## src/rtl/mem_wait.sv

```systemverilog
// mem_wait: single-port word memory with a fixed number of wait states per
// access, fronted by a three-state handshake FSM (IDLE -> WAIT -> ACK).
//
// Parameters:
//   WIDTH  data word width in bits (multiple of 8)
//   DEPTH  number of words (power of 2, at least 2)
//   WAIT   wait-state cycles per access (0 allowed)
//
// Ports:
//   clk    rising-edge clock
//   reset  asynchronous, active-low reset
//   req    access request, accepted in IDLE or ACK
//   we     1 = write, 0 = read
//   adr    byte address (word index = adr >> log2(WIDTH/8))
//   wdata  write data
//   be     byte enables, bit i covers wdata[8i+7:8i]
//   rdata  registered read data (held across writes)
//   ack    one-cycle completion strobe (state == ACK)
//   busy   access in flight (WAIT or ACK)
//   err    access error, valid while ack is high
//   state  FSM state for test: IDLE=0, WAIT=1, ACK=2
//
// Optional feature: define MEM_WAIT_ERR_EN to flag misaligned or
// out-of-range addresses with err=1 (no write, rdata=0). Without it, err
// is 0, the low address bits are ignored and the index wraps modulo DEPTH.

module mem_wait #(
    parameter int WIDTH = 32,
    parameter int DEPTH = 64,
    parameter int WAIT  = 2
) (
    input  logic               clk,
    input  logic               reset,
    input  logic               req,
    input  logic               we,
    input  logic [31:0]        adr,
    input  logic [WIDTH-1:0]   wdata,
    input  logic [WIDTH/8-1:0] be,
    output logic [WIDTH-1:0]   rdata,
    output logic               ack,
    output logic               busy,
    output logic               err,
    output logic [1:0]         state
);
    localparam int NB       = WIDTH / 8;
    localparam int OFF      = $clog2(NB);
    localparam int AW       = $clog2(DEPTH);
    localparam int CW       = (WAIT > 1) ? $clog2(WAIT) : 1;
    localparam int CNT_LOAD = (WAIT > 0) ? WAIT - 1 : 0;
    localparam bit NO_WAIT  = (WAIT == 0);

    typedef enum logic [1:0] {
        S_IDLE = 2'd0,
        S_WAIT = 2'd1,
        S_ACK  = 2'd2
    } state_t;

    state_t           st;
    logic [CW-1:0]    cnt;
    logic             cap_we;
    logic [31:0]      cap_adr;
    logic [WIDTH-1:0] cap_wdata;
    logic [NB-1:0]    cap_be;

    logic [WIDTH-1:0] mem [DEPTH];

    logic             accept;
    logic             enter_ack;
    logic             acc_we;
    logic [31:0]      acc_adr;
    logic [WIDTH-1:0] acc_wdata;
    logic [NB-1:0]    acc_be;
    logic [31:0]      word;
    logic [AW-1:0]    idx;
    logic             bad;
    logic             commit;
    logic             unused_bits;

    assign accept    = req && (st == S_IDLE || st == S_ACK);
    assign enter_ack = (st == S_WAIT && cnt == '0) || (accept && NO_WAIT);

    // With no wait states the access completes on its acceptance edge, so
    // it works straight from the ports rather than from the capture regs.
    assign acc_we    = NO_WAIT ? we    : cap_we;
    assign acc_adr   = NO_WAIT ? adr   : cap_adr;
    assign acc_wdata = NO_WAIT ? wdata : cap_wdata;
    assign acc_be    = NO_WAIT ? be    : cap_be;

    assign word = acc_adr >> OFF;
    assign idx  = word[AW-1:0];

`ifdef MEM_WAIT_ERR_EN
    assign bad = ((acc_adr & 32'(NB - 1)) != 32'd0) || (word >= 32'(DEPTH));
`else
    assign bad = 1'b0;
`endif

    // Address bits above the index (and below it) matter only for error
    // detection; fold them here so the default build carries no dangling bits.
    assign unused_bits = ^{acc_adr, word};

    // Reset gates the commit so an aborted access never reaches the array.
    assign commit = reset && enter_ack && acc_we && !bad;

    assign state = st;

    always_ff @(posedge clk or negedge reset) begin
        if (!reset) begin
            st        <= S_IDLE;
            cnt       <= '0;
            cap_we    <= 1'b0;
            cap_adr   <= '0;
            cap_wdata <= '0;
            cap_be    <= '0;
            rdata     <= '0;
            ack       <= 1'b0;
            busy      <= 1'b0;
            err       <= 1'b0;
        end else begin
            if (accept) begin
                cap_we    <= we;
                cap_adr   <= adr;
                cap_wdata <= wdata;
                cap_be    <= be;
                busy      <= 1'b1;
                err       <= 1'b0;
                if (NO_WAIT) begin
                    st  <= S_ACK;
                    ack <= 1'b1;
                end else begin
                    st  <= S_WAIT;
                    cnt <= CW'(CNT_LOAD);
                    ack <= 1'b0;
                end
            end else if (st == S_WAIT) begin
                if (cnt == '0) begin
                    st  <= S_ACK;
                    ack <= 1'b1;
                end else begin
                    cnt <= cnt - CW'(1);
                end
            end else begin
                // ACK without a new request, IDLE, or the unused encoding.
                st   <= S_IDLE;
                ack  <= 1'b0;
                busy <= 1'b0;
                err  <= 1'b0;
            end

            // Completion: the array is read before this edge's write, and
            // any earlier write has already landed, so no bypass is needed.
            if (enter_ack) begin
                err <= bad;
                if (bad) begin
                    rdata <= '0;
                end else if (!acc_we) begin
                    rdata <= mem[idx];
                end
            end
        end
    end

    // Array has no reset: contents survive reset by design.
    always_ff @(posedge clk) begin
        if (commit) begin
            for (int b = 0; b < NB; b++) begin
                if (acc_be[b]) begin
                    mem[idx][8*b +: 8] <= acc_wdata[8*b +: 8];
                end
            end
        end
    end

endmodule

```

## config.mk

```make
export PLATFORM = sky130hd
export DESIGN_NAME = mem_wait
export DESIGN_NICKNAME = d
export VERILOG_FILES = /design/src/rtl/mem_wait.sv
export SDC_FILE = /design/constraint.sdc
export NUM_CORES = 2
export LEC_CHECK = 0
export CAP_MARGIN = 20
export CELL_PAD_IN_SITES_DETAIL_PLACEMENT = 1
export CELL_PAD_IN_SITES_GLOBAL_PLACEMENT = 2
export CORE_ASPECT_RATIO = 1.4
export CORE_UTILIZATION = 35
export DETAILED_ROUTE_END_ITERATION = 10
export DONT_BUFFER_PORTS = 1
export PLACE_DENSITY_LB_ADDON = 0.1
export SYNTH_ARGS = -nofsm -noshare
export SYNTH_HDL_FRONTEND = slang
export SYNTH_SLANG_ARGS = --single-unit
```

## constraint.sdc

```tcl
create_clock -name clk -period 5.02 [get_ports clk]
set_input_delay 1.506 -clock clk [delete_from_list [all_inputs] [get_ports clk]]
set_output_delay 1.506 -clock clk [all_outputs]
set_load 0.02 [all_outputs]
```

Word level (Yosys, flattened, before mapping)
Memories as Yosys holds them, arrays and structs flattened. A register that Yosys moved wholly into a read port is not among the register bits.
Cells that the tools add are included.
{"block": "word_totals", "word_cells": 52, "ramBits": 2048, "in_bits": 72, "register_bits": 51, "n_memories": 1}
{"block": "op_classes", "reduce_logical": 9, "eq_ne": 5, "addsub": 1, "n_bitwise": 2, "n_mux": 25}
{"name": "mem", "depth": 64, "width": 32, "rd": 1, "rd_clocked_by_memory_dff": 1, "write_ports": 1, "line_no": "65", "rtl": "logic [WIDTH-1:0] mem [DEPTH];"}
{"operator": "$mux 1", "n": 22}
{"operator": "$mux 2", "n": 3}
{"operator": "$ne 3x3->1 const B", "n": 2}
{"operator": "$logic_and 1x1->1", "n": 4}
{"operator": "$eq 2x1->1 const B", "n": 1}
{"operator": "$eq 2x2->1 const B", "n": 1}
{"operator": "$logic_not 2->1", "n": 1}
{"operator": "$ne 2x2->1 const B", "n": 1}
{"operator": "$not 1->1", "n": 2}
{"operator": "$reduce_and 2->1", "n": 1}
{"operator": "$reduce_bool 2->1", "n": 1}
{"operator": "$logic_not 1->1", "n": 1}
{"operator": "$logic_or 1x1->1", "n": 1}
{"operator": "$sub 1x1->1 const B", "n": 1}

Logic depth before layout (Yosys ltp)
{"block": "depth", "ltp_word": 6, "ltp_mapped": 12, "mapped_depth_nobuf": 6}

Least setup slack after synthesis
Ideal clock, no wire load.
{"block": "synth_path", "path_type": "input port to flip-flop", "start": "input reset", "end": "memory mem[10][0] (enable)", "setup_time_ns": 0.370, "arrival_ns": 2.578, "required_ns": 4.650, "path_stages": 5, "setup_slack_ns": 2.072, "cell_sequence": "and3_1 clkbuf_1 nand2_1 clkbuf_1 nor2_1"}
{"block": "synth_between", "elab_chain_len": 4}
{"item": "start, declared", "line_no": "33", "rtl": "input logic reset,"}
{"item": "$logic_and 1x1->1 (2 in series)", "line_no": "103", "rtl": "assign commit = reset && enter_ack && acc_we && !bad;"}
{"item": "$mux 1", "line_no": "165", "rtl": "if (commit) begin"}
{"item": "$mux 1 (not written as such)", "line_no": "168", "rtl": "mem[idx][8*b +: 8] <= acc_wdata[8*b +: 8];"}
{"item": "end, declared", "line_no": "65"}
Every way passes these cells.

Final worst setup path
{"block": "layout_path", "start": "register cap_adr[7], in the netlist acc_adr[7]", "end": "memory mem[56][1] (enable)"}
{"item": "start, declared", "line_no": "61", "rtl": "logic [31:0] cap_adr;"}
{"item": "start signal, assigned", "line_no": "122", "rtl": "cap_adr <= adr;"}
No word-level cell before the write port.

==> results.sh <==
export IMPL_outcome="completed"
export IMPL_viasPerCell=5.72
export IMPL_hold_class="input pin to asynchronous set/reset pin"
export IMPL_die_x_um=413
export IMPL_p_seq_share_pct=39.7
export IMPL_drv_slew=0
export IMPL_place_area_um2=88900
export IMPL_setup_viol=0
export IMPL_crit_chain="buf_4 -> and3_2 -> nand2_1 -> nor2_1"
export IMPL_cts_hold_buf=0
export IMPL_rsz0062_at_grt="false"
export IMPL_dp_hpwl_mm=205
export IMPL_cts_buffer_depth=4
export IMPL_ys_seq_elements=2127
export IMPL_worstSetupPathType="flip-flop to flip-flop"
export IMPL_crit_slowest_cell="nor2_1"
export IMPL_drt_total_wl_mm=315
export IMPL_leakage_nw=30.5
export IMPL_cts_tree="done"
export IMPL_reg2reg_slack_ps=1010
export IMPL_cp_end_kind="flip-flop"
export IMPL_multi_input_area_um2=17600
export IMPL_period_minus_slack_ps=4010
export IMPL_yosys_area_top_type="edfxtp_1"
export IMPL_vias=47022
export IMPL_synth_ff_type="edfxtp_1"
export IMPL_start_util_pct=35.3
export IMPL_antenna_found_initial=15
export IMPL_dr_first_iter_drc_count=4223
export IMPL_clk_pin_slew_ps=60
export IMPL_grt_ovfl_total=0
export IMPL_synth_seq_area_share_pct=76.8
export IMPL_dr_pass1_iters=5
export IMPL_critPathRequiredTime_ps=5490
export IMPL_drive_above_1_share_pct=24.1
export IMPL_hold_viol=0
export IMPL_worst_pin_slew_ps=1170
export IMPL_critPathBufInv=1
export IMPL_ir_drop_mv=0.410
export IMPL_drc=0
export IMPL_fin_skew_ps=37.8
export IMPL_cts_root_buf="clkbuf_16"
export IMPL_ff_latch_area_um2=63500
export IMPL_synth_edf_count=2048
export IMPL_clock_sinks=2127
export IMPL_wire_per_inst_um=38.3
export IMPL_gp_congestion=0.814
export IMPL_clk_insertion_delay_late_ps=890
export IMPL_p_sw_share_pct=37.4
export IMPL_synth_most_common_cell="edfxtp_1"
export IMPL_ys_warnings_count=0
export IMPL_cts_resized=0
export IMPL_pin_count=109
export IMPL_ant_nets=0
export IMPL_fin_hold_ws_ps=345
export IMPL_critPathArrivalTime_ps=4480
export IMPL_fillCellCount=22459
export IMPL_area_delta_synth_final_pct=16.1
export IMPL_r2r_start="acc_adr[7]"
export IMPL_max_clock_freq_mhz=250
export IMPL_postCtsSetupBuffers=0
export IMPL_syn_nets=4656
export IMPL_placementRows=210
export IMPL_r2r_cells=4
export IMPL_yosysTopAreaCellShare_pct=74.4
export IMPL_ys_types=72
export IMPL_path_delay_family="simple AND/OR/NAND/NOR gates"
export IMPL_syn_area_per_cell_um2=18.0
export IMPL_synth_area_leaders="edfxtp_1, mux4_2, mux2_2"
export IMPL_grt_usage_pct=26.3
export IMPL_grt_max_degree=94
export IMPL_core_um2=234000
export IMPL_p_sw_w=0.0222
export IMPL_syn_area_um2=82600
export IMPL_startpoint_type="flip-flop"
export IMPL_synthCells=4584
export IMPL_power_frac_comb_pct=33.1
export IMPL_intPower_w=0.0372
export IMPL_grt_pass1_vias=48774
export IMPL_die_h_um=577
export IMPL_worstPathMaxFanout=16
export IMPL_dieArea_um2=238000
export IMPL_h_tree_depth=4
export IMPL_io_buffers=0
export IMPL_regToRegEndpoint="mem[56][1]"
export IMPL_finalNetCount=5031
export IMPL_cap_violations=0
export IMPL_grt_first_pass_wirelength_mm=427
export IMPL_slowest_delay_ps=1000
export IMPL_max_slew_margin_pct=21.0
export IMPL_async_flop_share_pct=3.71
export IMPL_powerDensity_nw_per_um2=619
export IMPL_numCtsBuffers=221
export IMPL_min_period_over_period_pct=79.8
export IMPL_tns_ps=0
export IMPL_final_cell_area_um2=95900
export IMPL_p_clk_share_pct=27.2
export IMPL_synth_common_cells="edfxtp_1, nor2_1, a221oi_1, mux2_2, mux2i_1"
[worst register-to-register path: stages, from the launching register on]
cell and delay (ps):
dfrtp_1 790, buf_4 310, and3_2 770, nand2_1 750, nor2_1 1010
[worst max path at each step]
| stage | cells past startpoint | slack (ps) | to | start |
|---|---|---|---|---|
| after global routing | 4 | 1010 | mem[56][1] | acc_adr[7] |
| after CTS | 3 | 910 | mem[13][28] | acc_adr[2] |
| final | 4 | 1010 | mem[56][1] | acc_adr[7] |
| after floorplan | 5 | 2070 | mem[10][0] | reset |
| after global placement | 3 | 960 | mem[13][20] | acc_adr[2] |
| after detailed placement | 3 | 900 | mem[13][26] | acc_adr[2] |
[cell type report]
type | count | area share [%]
clock buffer | 286 | 6.27
multi-input combinational | 2127 | 18.3
clock inverter | 117 | 0.980
sequential | 2127 | 66.2
timing repair buffer | 479 | 4.15
tap | 3074 | 4.01
inverter | 3 | 0.0274
antenna | 9 | 0.0235
[logic make-up (layout without fill, tap and decap cells)]
family / after synthesis / in the layout / synth area share [%]
compound gates: 904 / 904 / 8.01
other cells: 1 / 10 / 0.00454
mux: 575 / 575 / 9.77
buf+inv: 330 / 885 / 2.14
flops: 2127 / 2127 / 76.8
simple gates: 647 / 647 / 3.26
[registers in the layout, summed over array words and instances, names as in the netlist]
| signal | count |
|---|---|
| acc_adr | 6 |
| acc_be | 4 |
| acc_wdata | 32 |
| acc_we | 1 |
| busy | 1 |
| cnt | 1 |
| mem | 2048 |
| rdata | 32 |
| state | 2 |
[per-stage QoR]
| step | instances | utilization [%] | power (W) | setup WS (ps) |
|---|---|---|---|---|
| 3_3_place_gp | 7808 | 38.0 | 0.0437 | 958 |
| 4_1_cts | 8211 | 40.9 | 0.0600 | 911 |
| 2_1_floorplan | 4584 | - | 0.0336 | 2070 |
| 3_5_place_dp | 7808 | 38.0 | 0.0438 | 896 |
| 5_1_grt | 8214 | 41.0 | 0.0611 | 1010 |
| 6_report | 8222 | 41.0 | 0.0594 | 1010 |
[metal layers]
metal	vias to the layer above	track usage [%]	routed length [µm]
li1	19460	-	-
met1	25923	33.3	127000
met2	1234	45.7	160000
met3	403	3.64	14400
met4	2	9.67	12400
met5	-	0	13
[layout by cell type, fill, tap and decap left out, drive strengths merged, types with 9 or more instances in the layout]
cell type  synthesis  layout
and3              10      10
o21ai            117     117
a211oi            13      13
a221o             31      31
o22a              10      10
a21oi            109     109
o211ai            11      11
mux2i            204     204
mux2             207     207
a31oi             32      32
o2bb2ai           15      15
a221oi           220     220
nand2            178     178
diode              0       9
o221ai            14      14
a22oi            138     138
mux4             164     164
bufinv             0      14
a22o              31      31
o32a              14      14
buf              203     479
clkinv             0      92
a222oi             9       9
dfrtp             79      79
o22ai             94      94
clkbuf           124     286
edfxtp          2048    2048
nand3             16      16
nor2             384     384
[power by group through the flow]
stage	Clock, W	Combinational [W]	Sequential, W
2_1_floorplan	0	0.00922	0.0244
3_3_place_gp	0	0.0196	0.0240
3_5_place_dp	0	0.0198	0.0240
4_1_cts	0.0165	0.0198	0.0237
5_1_grt	0.0170	0.0204	0.0237
6_report	0.0162	0.0196	0.0236
Note: power is estimated with default switching activity, not from simulation.
